--- config.mk ---
export PLATFORM = sky130hd
export DESIGN_NAME = nes_poll_scheduler
export DESIGN_NICKNAME = d
export VERILOG_FILES = /design/src/rtl/nes_pkg.sv /design/src/rtl/poll_timer.sv /design/src/rtl/nes_poll_scheduler.sv
export SDC_FILE = /design/constraint.sdc
export NUM_CORES = 1
export LEC_CHECK = 0
export CORE_MARGIN = 5
export CORE_UTILIZATION = 60
export CTS_BUF_LIST = sky130_fd_sc_hd__clkbuf_2
export DETAILED_ROUTE_END_ITERATION = 8
export PLACE_DENSITY = 0.95
export SYNTH_ARGS = -nofsm -noshare
export SYNTH_HDL_FRONTEND = slang
export SYNTH_SLANG_ARGS = --single-unit
--- constraint.sdc ---
create_clock -name clk -period 5.11 [get_ports clk]
set_clock_uncertainty 0.2 [all_clocks]
set_input_delay 1.533 -clock clk [delete_from_list [all_inputs] [get_ports clk]]
set_output_delay 1.533 -clock clk [all_outputs]
set_load 0.005 [all_outputs]
--- src/rtl/nes_pkg.sv ---
// Shared types and constants for the NES controller poll scheduler.
package nes_pkg;

    typedef enum logic [2:0] {
        ST_IDLE   = 3'd0,
        ST_LATCH  = 3'd1,
        ST_CLK_HI = 3'd2,
        ST_CLK_LO = 3'd3,
        ST_DONE   = 3'd4
    } nes_state_e;

    // Button bit positions inside btn_l / btn_r (MSB-first shift order).
    localparam int BTN_A      = 7;
    localparam int BTN_B      = 6;
    localparam int BTN_SELECT = 5;
    localparam int BTN_START  = 4;
    localparam int BTN_UP     = 3;
    localparam int BTN_DOWN   = 2;
    localparam int BTN_LEFT   = 1;
    localparam int BTN_RIGHT  = 0;

    localparam int NES_HALF_PERIOD_DEF = 152;
    localparam int NES_POLL_PERIOD_DEF = 419583;

    // The pad drives active-low data; shift in the pressed (=1) sense.
    function automatic logic [6:0] shift_sample(input logic [6:0] cur, input logic data_n);
        return {cur[5:0], ~data_n};
    endfunction

endpackage

--- src/rtl/poll_timer.sv ---
// Free-running 0..PERIOD-1 counter with a one-cycle tick at terminal count.
module poll_timer #(
    parameter int PERIOD = 100
) (
    input  logic clk,
    input  logic reset_n,
    output logic tick
);

    localparam int CW = (PERIOD > 1) ? $clog2(PERIOD) : 1;
    localparam logic [CW-1:0] TC = CW'(PERIOD - 1);

    logic [CW-1:0] cnt_q;
    logic [CW-1:0] cnt_d;

    // Next count: wrap at terminal count.
    always_comb begin
        if (cnt_q == TC) begin
            cnt_d = '0;
        end else begin
            cnt_d = cnt_q + CW'(1);
        end
    end

    // Counter register.
    always_ff @(posedge clk) begin
        if (!reset_n) begin
            cnt_q <= '0;
        end else begin
            cnt_q <= cnt_d;
        end
    end

    assign tick = (cnt_q == TC);

endmodule

--- src/rtl/nes_poll_scheduler.sv ---
// Polls two NES pads at a fixed rate and publishes their button state.
// Optional newly-pressed masks are built when NES_PRESS_EDGE_EN is defined.
module nes_poll_scheduler
    import nes_pkg::*;
#(
    parameter int HALF_PERIOD = NES_HALF_PERIOD_DEF,
    parameter int POLL_PERIOD = NES_POLL_PERIOD_DEF
) (
    input  logic       clk,
    input  logic       reset_n,
    input  logic       poll_en,
    input  logic       nes_data_l,
    input  logic       nes_data_r,
    output logic       nes_latch,
    output logic       nes_clk,
    output logic [7:0] btn_l,
    output logic [7:0] btn_r,
    output logic       btn_valid,
    output logic [7:0] press_l,
    output logic [7:0] press_r
);

    localparam int HB_W = $clog2(2 * HALF_PERIOD);
    localparam logic [HB_W-1:0] HB_LATCH_LAST = HB_W'(2 * HALF_PERIOD - 1);
    localparam logic [HB_W-1:0] HB_HALF_LAST  = HB_W'(HALF_PERIOD - 1);

    // The whole poll must fit between two ticks or polls would be dropped.
    if (POLL_PERIOD <= 16 * HALF_PERIOD + 2) begin : g_bad_cfg
        $error("nes_poll_scheduler: POLL_PERIOD must exceed 16*HALF_PERIOD+2");
    end

    logic tick_s;

    poll_timer #(
        .PERIOD (POLL_PERIOD)
    ) u_poll_timer (
        .clk     (clk),
        .reset_n (reset_n),
        .tick    (tick_s)
    );

    nes_state_e      state_q, state_d;
    logic [HB_W-1:0] hb_q, hb_d;
    logic [2:0]      bit_q, bit_d;
    logic [6:0]      shl_q, shl_d;
    logic [6:0]      shr_q, shr_d;
    logic            latch_q, latch_d;
    logic            nclk_q, nclk_d;
    logic [7:0]      btn_l_q, btn_l_d;
    logic [7:0]      btn_r_q, btn_r_d;
    logic            valid_q, valid_d;
    logic [7:0]      new_l_s, new_r_s;

    // Eighth sample completes the byte directly from the shift registers.
    assign new_l_s = {shl_q, ~nes_data_l};
    assign new_r_s = {shr_q, ~nes_data_r};

`ifdef NES_PRESS_EDGE_EN
    logic [7:0] press_l_q, press_l_d;
    logic [7:0] press_r_q, press_r_d;
`endif

    // Poll sequencer: next state and next registered outputs.
    always_comb begin
        state_d = state_q;
        hb_d    = hb_q;
        bit_d   = bit_q;
        shl_d   = shl_q;
        shr_d   = shr_q;
        latch_d = latch_q;
        nclk_d  = nclk_q;
        btn_l_d = btn_l_q;
        btn_r_d = btn_r_q;
        valid_d = 1'b0;
`ifdef NES_PRESS_EDGE_EN
        press_l_d = 8'h00;
        press_r_d = 8'h00;
`endif
        case (state_q)
            ST_IDLE: begin
                if (tick_s && poll_en) begin
                    state_d = ST_LATCH;
                    latch_d = 1'b1;
                    hb_d    = '0;
                    bit_d   = 3'd0;
                end else begin
                    state_d = ST_IDLE;
                end
            end
            ST_LATCH: begin
                if (hb_q == HB_LATCH_LAST) begin
                    state_d = ST_CLK_HI;
                    latch_d = 1'b0;
                    nclk_d  = 1'b1;
                    hb_d    = '0;
                    shl_d   = shift_sample(shl_q, nes_data_l);
                    shr_d   = shift_sample(shr_q, nes_data_r);
                end else begin
                    hb_d = hb_q + HB_W'(1);
                end
            end
            ST_CLK_HI: begin
                if (hb_q == HB_HALF_LAST) begin
                    state_d = ST_CLK_LO;
                    nclk_d  = 1'b0;
                    hb_d    = '0;
                end else begin
                    hb_d = hb_q + HB_W'(1);
                end
            end
            ST_CLK_LO: begin
                if (hb_q == HB_HALF_LAST) begin
                    hb_d = '0;
                    if (bit_q == 3'd6) begin
                        state_d = ST_DONE;
                        btn_l_d = new_l_s;
                        btn_r_d = new_r_s;
                        valid_d = 1'b1;
`ifdef NES_PRESS_EDGE_EN
                        press_l_d = new_l_s & ~btn_l_q;
                        press_r_d = new_r_s & ~btn_r_q;
`endif
                    end else begin
                        state_d = ST_CLK_HI;
                        nclk_d  = 1'b1;
                        bit_d   = bit_q + 3'd1;
                        shl_d   = shift_sample(shl_q, nes_data_l);
                        shr_d   = shift_sample(shr_q, nes_data_r);
                    end
                end else begin
                    hb_d = hb_q + HB_W'(1);
                end
            end
            ST_DONE: begin
                state_d = ST_IDLE;
            end
            default: begin
                state_d = ST_IDLE;
                latch_d = 1'b0;
                nclk_d  = 1'b0;
                hb_d    = '0;
            end
        endcase
    end

    // Sequencer state and output registers.
    always_ff @(posedge clk) begin
        if (!reset_n) begin
            state_q <= ST_IDLE;
            hb_q    <= '0;
            bit_q   <= 3'd0;
            shl_q   <= 7'h00;
            shr_q   <= 7'h00;
            latch_q <= 1'b0;
            nclk_q  <= 1'b0;
            btn_l_q <= 8'h00;
            btn_r_q <= 8'h00;
            valid_q <= 1'b0;
        end else begin
            state_q <= state_d;
            hb_q    <= hb_d;
            bit_q   <= bit_d;
            shl_q   <= shl_d;
            shr_q   <= shr_d;
            latch_q <= latch_d;
            nclk_q  <= nclk_d;
            btn_l_q <= btn_l_d;
            btn_r_q <= btn_r_d;
            valid_q <= valid_d;
        end
    end

`ifdef NES_PRESS_EDGE_EN
    // Newly-pressed mask registers, live only alongside btn_valid.
    always_ff @(posedge clk) begin
        if (!reset_n) begin
            press_l_q <= 8'h00;
            press_r_q <= 8'h00;
        end else begin
            press_l_q <= press_l_d;
            press_r_q <= press_r_d;
        end
    end

    assign press_l = press_l_q;
    assign press_r = press_r_q;
`else
    assign press_l = 8'h00;
    assign press_r = 8'h00;
`endif

    assign nes_latch = latch_q;
    assign nes_clk   = nclk_q;
    assign btn_l     = btn_l_q;
    assign btn_r     = btn_r_q;
    assign btn_valid = valid_q;

endmodule

# Yosys cells after proc, flatten, opt, wreduce, memory -nomap -nowiden
# Cells that the tools add are included.
[classes]
n_addsub = 3
eq_ne = 13
mux = 31
bitwise_logic = 6
reduce_logical = 16
[ops]
columns = ["cell", "n"]
rows = [
  ["$mux W7", 6],
  ["$pmux W9 S4", 1],
  ["$pmux W7 S2", 2],
  ["$mux W9", 3],
  ["$mux W3", 7],
  ["$add A19 B1 Y19 const B", 1],
  ["$eq A19 B19 Y1 const B", 1],
  ["$pmux W3 S4", 1],
  ["$reduce_and A3 Y1", 4],
  ["$ne A2 B2 Y1 const B", 5],
  ["$add A9 B1 Y9 const B", 1],
  ["$eq A9 B8 Y1 const B", 1],
  ["$eq A9 B9 Y1 const B", 1],
  ["$mux W1", 8],
  ["$reduce_and A4 Y1", 2],
  ["$eq A3 B2 Y1 const B", 2],
  ["$eq A3 B3 Y1 const B", 2],
  ["$not A1 Y1", 6],
  ["$pmux W3 S2", 1],
  ["$reduce_or A2 Y1", 3],
  ["$reduce_and A5 Y1", 1],
  ["$pmux W1 S4", 1],
  ["$reduce_bool A2 Y1", 2],
  ["$add A3 B1 Y3 const B", 1],
  ["other kinds (6)", 6],
]
[totals]
reg_bits = 67
in_bits = 5
out_inout_bits = 35
wordCells = 80

# Logic depth before layout (Yosys ltp)
# Gate-level depths: netlist of the first run.
[logic_depth]
depth_word = 4
mapped_depth = 8
ltp_nobuf = 6

# By module
# From an unflattened synthesis of the first run, not the netlist that was laid out.
[unflattened]
cells_unflattened = 346
area_unflattened_um2 = 3271.9
[modules_own_cells]
columns = ["mod", "instances", "cells_per_inst", "area_each_um2", "seq_area_each_um2"]
rows = [
  ["nes_poll_scheduler", 1, 247, 2374.8, 960.9],
  ["poll_timer", 1, 99, 897.1, 380.4],
]

# Worst setup path after synthesis of the first run
# No wires, ideal clock.
[synth_timing]
path_type = "input -> register"
startpoint = "input port reset_n"
endpoint = "register hb_q[2]"
setup_ns = 0.080
t_arrival_ns = 2.293
t_required_ns = 4.830
slack_ns = 2.537
path_stages = 4
path_buffers = 2
path_cell_list = "clkbuf_1 buf_1 o2111ai_1 o211ai_1"
[synth_rtl]
columns = ["item", "line_no", "rtl"]
rows = [
  ["from (decl)", "nes_poll_scheduler.sv:10", "input logic reset_n,"],
  ["to (signal assigned)", "nes_poll_scheduler.sv:150", "hb_q <= '0;"],
  ["to (signal assigned)", "nes_poll_scheduler.sv:161", "hb_q <= hb_d;"],
  ["to (decl)", "nes_poll_scheduler.sv:43", "logic [HB_W-1:0] hb_q, hb_d;"],
]

==> results of run 1 <==
-- placed cells by master, fill, tap and decap left out, types with 4 or more instances in the layout --
| cell type | Yosys | final |
|---|---|---|
| sky130_fd_sc_hd__o211ai_1 | 10 | 10 |
| sky130_fd_sc_hd__or3_1 | 5 | 5 |
| sky130_fd_sc_hd__nand2b_1 | 4 | 4 |
| sky130_fd_sc_hd__inv_1 | 14 | 14 |
| sky130_fd_sc_hd__o2111ai_1 | 5 | 5 |
| sky130_fd_sc_hd__nand2_1 | 31 | 31 |
| sky130_fd_sc_hd__dfxtp_1 | 67 | 67 |
| sky130_fd_sc_hd__nand3_1 | 8 | 8 |
| sky130_fd_sc_hd__xnor2_1 | 5 | 5 |
| sky130_fd_sc_hd__clkbuf_2 | 0 | 11 |
| sky130_fd_sc_hd__nor4_1 | 6 | 5 |
| sky130_fd_sc_hd__conb_1 | 1 | 16 |
| sky130_fd_sc_hd__o21ai_0 | 13 | 13 |
| sky130_fd_sc_hd__a21oi_1 | 7 | 7 |
| sky130_fd_sc_hd__xor2_1 | 7 | 7 |
| sky130_fd_sc_hd__and3_1 | 6 | 6 |
| sky130_fd_sc_hd__buf_4 | 17 | 4 |
| sky130_fd_sc_hd__nand4_1 | 8 | 8 |
| sky130_fd_sc_hd__mux2i_1 | 29 | 29 |
| sky130_fd_sc_hd__nor2_1 | 38 | 38 |
| sky130_fd_sc_hd__clkdlybuf4s50_1 | 0 | 23 |
| sky130_fd_sc_hd__ha_1 | 5 | 5 |
-- worst max-delay path by stage --
stage / startpoint / endpoint / slack (ns) / depth (start not counted)
after floorplan: reset_n / hb_q[2] / 2.54 / 4
after global placement: reset_n / hb_q[5] / 1.51 / 6
after detailed placement: reset_n / hb_q[5] / 1.48 / 6
after CTS: btn_r[4] / btn_r[4] / 1.95 / 1
after global routing: reset_n / hb_q[6] / 1.77 / 6
final: reset_n / hb_q[5] / 1.92 / 6
-- cell families (layout without fill, tap and decap cells) --
group / after synthesis / count (layout) / share of synthesized area, %
flops: 67 / 67 / 42.3
buf+inv: 44 / 56 / 8.05
xor+xnor: 12 / 12 / 3.32
simple gates: 131 / 131 / 21.8
fa+ha+maj: 5 / 5 / 1.97
other cells: 1 / 16 / 0.118
mux: 29 / 29 / 9.16
compound gates: 58 / 58 / 13.3
-- per-layer routing --
metal	up-vias	part of all wire, %	track usage, %
met3	17	4.9	4.45
li1	1265	-	-
met2	67	49	33.3
met4	0	2.3	9.97
met5	-	0	0
met1	1193	43	26.8
-- through the flow --
step / util [%] / cells / area (um^2) / hold WS [ns]
6_report: 68.0 / 444 / 3470 / 0.280
5_1_grt: 68.0 / 444 / 3470 / 0.320
4_1_cts: 68.0 / 444 / 3470 / 0.281
3_5_place_dp: 66.1 / 429 / 3380 / 0.261
3_3_place_gp: 66.1 / 429 / 3380 / 0.245
2_1_floorplan: - / 362 / 3230 / 0.234
-- power groups by stage --
| stage | Clock [W] | Combinational, W | Sequential [W] |
|---|---|---|---|
| 6_report | 0.000287 | 0.0000368 | 0.000531 |
| 5_1_grt | 0.000315 | 0.0000421 | 0.000532 |
| 4_1_cts | 0.000291 | 0.0000363 | 0.000531 |
| 3_5_place_dp | 0 | 0.0000362 | 0.000542 |
| 3_3_place_gp | 0 | 0.0000349 | 0.000542 |
| 2_1_floorplan | 0 | 0.0000348 | 0.000541 |
-- registers in the layout (all words and copies together), names as in the netlist --
signal and flops:
nes_clk 1, state_q 3, nes_latch 1, shl_q 7, btn_r 8, shr_q 7
u_poll_timer.cnt_q 19, hb_q 9, btn_valid 1, bit_q 3, btn_l 8
-- cell type report --
class | instances | area (um^2) | area share, %
inverter | 14 | 52.6 | 1.51
clock inverter | 4 | 42.5 | 1.22
timing repair buffer | 27 | 260 | 7.49
sequential | 67 | 1340 | 38.6
tap | 70 | 87.6 | 2.52
clock buffer | 11 | 55.1 | 1.58
multi-input combinational | 251 | 1640 | 47.1
-- critical path: stages --
cell	delay, ns
sky130_fd_sc_hd__clkdlybuf4s50_1	0.46
sky130_fd_sc_hd__buf_4	0.37
sky130_fd_sc_hd__inv_1	0.43
sky130_fd_sc_hd__nor4_1	0.35
sky130_fd_sc_hd__o21ai_0	0.14
sky130_fd_sc_hd__o211ai_1	0.12
==> results.md, run 1 <==
Power and ir drop:
- The fraction of power consumed by combinational cells is 4.3%.
- The worst ir drop on vdd is 0.210 mV.
- The total power consumption of the routed design is 0.000854 W.
- Dividing total power by cell area gives a power density of about 250 nW/um^2.
- The share of total power consumed by net switching is 24.1%.
- The reported leakage power is 1.17 nW.
- The power share of the clock group is 33.5%.
- The cell-internal power is 0.000649 W.
- For this design the total switching power over the nets is 0.000206 W.
- The power share of the sequential group is 62.1%.

Timing:
- Setup slack on the critical path of the routed design comes to 1.92 ns.
- The final critical path takes up 62.3% of the cycle.
- The number of hold-slack violations in the final timing report came to 0.
- The final max-slew violation count is 0.
- The fmax is 0.314 GHz.
- The count of final setup violators is 0.
- For the final routed database, the setup TNS stands at 0 ns.
- The max-slew headroom at the worst pin is 55.7%.
- Setup repair after global routing left no endpoint under its margin.
- The transition time at the pin with the least slew margin is around 0.66 ns.
- The post-layout minimum cycle time is 3.19 ns.

Layout:
- The fraction of final layout cells with drive strength greater than 1 is under 10%.
- The number of nets at the end of the flow is 380.
- Counting the fill cells in the layout gives roughly 400.
- Relative to the synthesized area, the layout overhead comes to 9.63%.
- The repair_antennas step left the layout with diodes totalling 0.

Worst setup path:
- The worst setup slack for register-to-register paths is 2.76 ns.
- The endpoint identified for the worst register-to-register timing path is shl_q[6].
- The arrival time at the worst endpoint is approximately 3.4 ns.
- The number of cells on the worst reg-to-reg path is 4.
- The kind of end point of the critical path is a flop.
- The endpoint required time on the critical path is 5.34 ns.
- The worst setup path is launched from an input pin.
- The reg-to-reg critical path startpoint is hb_q[5].
- The critical path in this run is classified as in2reg.
- The largest fanout on the critical path is 43.

Yosys:
- In the synthesized netlist the dominant register cell turns out to be sky130_fd_sc_hd__dfxtp_1.
- The number of warning messages in the yosys log is 0.
- The synthesized instance count is 347.
- After synthesis, the most frequently instantiated cells are sky130_fd_sc_hd__dfxtp_1, sky130_fd_sc_hd__nor2_1, sky130_fd_sc_hd__nand2_1.
- The fraction of registers with async set or reset after synthesis is 0%.
- The cell with the most instances after synthesis is sky130_fd_sc_hd__dfxtp_1.
- The share of the Yosys chip area taken by registers is a little over two fifths.
- The cell area that synthesis handed to floorplanning was about 3200 um^2.
- The number of enable flip-flop cells after synthesis is 0.
- Yosys mapped the design onto 53 distinct sky130hd cell types.
- Sorting the synthesized cells by area gives the leading types as sky130_fd_sc_hd__dfxtp_1, sky130_fd_sc_hd__mux2i_1, sky130_fd_sc_hd__nor2_1, sky130_fd_sc_hd__buf_4, sky130_fd_sc_hd__nand2_1.
- The average instance area after synthesis is 9.13 um^2.
- After synthesis, the largest area contributor takes up between 40 and 50% of total cell area.
- After synthesis the netlist holds a flip-flop and latch count of 67.
- The synthesized design spends more area on one cell type than any other, namely sky130_fd_sc_hd__dfxtp_1.

Clock tree:
- The post-cts repair resize count is 0.
- Counting along the longest clock path gives a buffer depth of 2.
- The tree is rooted in a sky130_fd_sc_hd__clkbuf_2.
- Clock-pin slew was measured on the worst setup and hold paths at 0.17 ns.
- The number of buffers inserted by hold repair at cts is 0.
- CTS saw 67 sinks.
- In this run the post-CTS setup repair buffer count came out at 0.
- The TritonCTS clock tree is built.
- In this run the number of H-tree levels came out at 3.
- The number of buffers created by CTS is 9.
- Clock latency on the worst-skew pair, taken at its later pin, is 0.50 ns.

Status:
- The run finished with clean final reports.

Routing:
- In this run, the number of DRC markers left after iteration 0 of detailed routing was roughly 210.
- The final route contains 2542 vias.
- The average via count per standard cell is 5.73.
- The detailed-route DRC error count is 0.
- The iteration count of the initial detailed-routing pass is 4.
- After detailed routing, the total wire length is 6.40 mm.
- In this run the remaining antenna-violating nets after routing total 0.
- The routed wirelength normalized by instance count is 14.4 um.

Run:
- Max-cap violations in this run came to 0.

Placement:
- The congestion estimate from routability-driven global placement came to 0.834.
- The count of port buffers added during placement is 23.
- The sum of net half-perimeters after detailed placement is 4.47 mm.
- OpenSTA, run right after detailed placement, puts the worst setup slack at 1.48 ns.

Hold path:
- In this run the most critical hold path is launched from shr_q[0].
- In this run the worst hold path is classified as reg2reg.
- For hold timing, the worst endpoint is shr_q[1].
- The count of cells along the worst hold path is 2.

Global route:
- The overall track demand over capacity in global routing is 20.9%.
- Entering global routing, the biggest net connects 44 pins.
- The number of antenna violations at the first check in global routing came to 0.
- The residual overflow from global routing is 0.
- The via count of the first global-routing pass is 2436.
- The first global-routing pass estimated 11.0 mm of wire.

Die:
- The initialized floorplan defines 26 standard-cell rows.
- For this configuration, the core starts out at a cell density of 62.1%.
- The floorplan step defined a core boundary enclosing 5110 um^2.
- In this run the vertical extent of the chip is ~83 um.
- The x dimension of the die is a little over 80 um.
- The area enclosed by the die boundary is between 6000 and 7000 um^2.
- 40 I/O pins were placed.
(Power assumes the default switching activity.)
==> run 2, diff against run 1 <==
--- a/config.mk
+++ b/config.mk
@@ -6,10 +6,10 @@
 export NUM_CORES = 1
 export LEC_CHECK = 0
 export CORE_MARGIN = 5
-export CORE_UTILIZATION = 60
+export CORE_UTILIZATION = 52
 export CTS_BUF_LIST = sky130_fd_sc_hd__clkbuf_2
 export DETAILED_ROUTE_END_ITERATION = 8
-export PLACE_DENSITY = 0.95
+export PLACE_DENSITY = 0.89
 export SYNTH_ARGS = -nofsm -noshare
 export SYNTH_HDL_FRONTEND = slang
 export SYNTH_SLANG_ARGS = --single-unit
==> constraint.sdc (replaced) <==
create_clock -name clk -period 2.7 [get_ports clk]
set_clock_uncertainty 0.2 [all_clocks]
set_input_delay 0.81 -clock clk [delete_from_list [all_inputs] [get_ports clk]]
set_output_delay 0.81 -clock clk [all_outputs]
set_load 0.005 [all_outputs]
==> run 2 against run 1 <==
Compared with the run above:
- routed wire length is 2.0% higher
- utilization is 7.7 points lower
- final cell count is 1.8% higher
- die area is 13% higher
- flip-flop and latch count stayed put
- clock-buffer cell count is 1 lower
- register-to-register slack worse by 2.3 ns
- global-route usage is 3.0 points lower
- critical path depth is 5 lower
- non-clock buffer count is 2 higher
==> results.md, run 2 (synthesis results as in run 1) <==
Layout:
- The number of antenna diodes in the final layout is 0.
- The register with the highest flop count is u_poll_timer.cnt_q.
- The filler cells instantiated in the layout total 488.
- The number of nets at the end of the flow is ~380.
- In the final layout, flip-flops and latches occupy 1340 um^2.
- The leading cell type in the layout, fill and taps excluded is sky130_fd_sc_hd__dfxtp_1.
- The fraction of final layout cells with drive strength greater than 1 is 7.43%.
- The largest registers in the layout are u_poll_timer.cnt_q (19), hb_q (9).
- For this run, the share of the core covered by cells in the final layout is 60.4%.
- The flip-flop count of the largest register, all copies and words added is 19.
- The top cell types in the final layout, fill and taps aside, are sky130_fd_sc_hd__dfxtp_1, sky130_fd_sc_hd__nor2_1, sky130_fd_sc_hd__nand2_1.
- The finished layout holds 452 standard cells, fillers aside.
- The area taken by multi-input logic gates is 1640 um^2.
- From synthesis to final layout, the design area changed by 12.8%.

Worst setup path:
- Of all nets on the critical path, the largest fanout is 2.
- The worst setup path is captured at an output port.
- Broken down by cell family, the worst path's largest delay share belongs to buffers and inverters.
- Together, buffers and inverters on the worst path number 1.
- The peak per-stage delay on the critical path is 0.53 ns.
- Traced cell by cell, the critical path runs through clkdlybuf4s50_1.
- At the worst endpoint, the required time is 1.69 ns.
- The arrival time at the worst endpoint is 1.39 ns.
- The master of the slowest instance on the critical path is sky130_fd_sc_hd__clkdlybuf4s50_1.
- The kind of start point of the critical path is a flop.
- The worst setup path is of the reg2out kind.
- The worst setup slack for register-to-register paths is 0.42 ns.

Power and ir drop:
- Dividing total power by cell area gives a power density of 519 nW/um^2.
- In this run the static leakage power is 1.21 nW.
- VDD sags by at most 0.367 mV.
- Summing internal, switching and leakage power gives 0.00186 W.

Routing:
- The average via count per standard cell is 5.63.
- The detailed-route DRC error count is 0.
- The iteration count of the initial detailed-routing pass is 4.
- The routed via count is 2547.
- The antenna violation net count after detailed routing is 0.
- After detailed routing, the average wire length per cell comes to 14.4 um.
- The sum of routed wire length over all layers is 6.53 mm.
- In this run, the number of DRC markers left after iteration 0 of detailed routing was 264.

Clock tree:
- The number of buffers on the longest clock path is 2.
- Post-CTS timing repair inserted 0 buffers for setup.
- The number of clock buffers added by TritonCTS is 9.
- TritonCTS built the clock tree.
- Post-CTS repair changed the size of 0 cells.
- The number of buffers inserted by hold repair at cts is 0.
- The clock sink count is 67.
- The clock latency of the later-clocked register in the worst-skew pair is 0.49 ns.
- The tree is rooted in a sky130_fd_sc_hd__clkbuf_2.
- The H-tree generated during clock tree synthesis spans 3 levels.
- The clock-pin transition on the worst setup and hold timing paths is 0.19 ns.

Global route:
- The overall track demand over capacity in global routing is between 10% and 20%.
- Global routing finished with a remaining overflow of 0.
- The number of antenna violations at the first check in global routing came to 0.
- The first global-routing pass estimated 10.9 mm of wire.
- The pin count of the biggest net entering global routing is 43.
- The via count of the first global-routing pass is 2361.

Timing:
- The transition time at the pin with the least slew margin is 0.583 ns.
- The fmax is 0.416 GHz.
- The max-slew headroom at the worst pin is 60.6%.
- The number of hold-slack violations in the final timing report was 0.
- Adding up every negative setup slack in the final design gives 0 ns.
- Setup violations remaining at the end of the flow were counted as 0.
- The worst path uses about nine tenths of the clock period.
- The final max-slew violation count is 0.
- Setup repair after global routing left no endpoint under its margin.
- Final hold analysis gives a worst-case slack of 0.278 ns.
- The post-layout minimum cycle time is 2.40 ns.

Placement:
- At the end of routability-driven placement, the weighted congestion stood at 0.862.
- The count of port buffers added during placement is 23.
- Detailed placement finished with a half-perimeter wire length of 4.57 mm.
- The number of placed cells counting well taps is 436.

Die:
- 40 I/O pins were placed.
- The die covers 7760 um^2.
- The initial utilization of the core area, before any placement, comes to between 50% and 60%.
- The vertical die dimension is 88.1 um.
- The floorplan row count is 28.
- From left edge to right edge, the die measures 88.1 um.
- The core box area is 5920 um^2.

Hold path:
- The path class of the tightest hold or removal check is reg2reg.

Run:
- Across the run, the number of max-cap violations was 0.

Status:
- The flow ran to the end, and the final reports show no timing, DRC or antenna violations.
run 2: final cells by class:
type / instances / area share (%)
Timing Repair Buffer: 29 / 8.05
Tap cell: 75 / 2.63
Inverter: 14 / 1.47
Clock buffer: 10 / 1.40
Clock inverter: 6 / 3.15
Sequential cell: 67 / 37.5
Multi-Input combinational cell: 251 / 45.8
run 2: worst paths after layout:
kind                               from               endpoint  depth (start not counted)
setup / recovery               btn_r[1]               btn_r[1]                          1
hold / removal                 shl_q[6]               shl_q[6]                          2
setup reg to reg  u_poll_timer.cnt_q[5]  u_poll_timer.cnt_q[7]                          4
hold reg to reg                shl_q[6]               shl_q[6]                          2
run 2: report_power, final:
group / leakage (nW) / internal, W / switching [W] / total [W]
clock: 0.0965 / 0.000407 / 0.000368 / 0.000775
sequential: 0.540 / 0.000998 / 0.00000814 / 0.00101
combinational: 0.576 / 0.0000240 / 0.0000499 / 0.0000740
run 2: metal layers:
| metal | global-route usage, % | vias up | share of wire [%] |
|---|---|---|---|
| li1 | - | 1270 | - |
| met1 | 22.0 | 1194 | 42 |
| met2 | 29.5 | 69 | 52 |
| met3 | 4.14 | 14 | 4.3 |
| met4 | 8.24 | 0 | 2.3 |
| met5 | 0 | - | 0 |
run 2: per-stage QoR:
step                      instance area (um^2)  worst slack (ns)
after global placement                    3410             0.289
after detailed placement                  3410             0.214
after floorplan                           3230             0.709
after CTS                                 3570             0.290
final                                     3570             0.296
after global routing                      3570             0.209
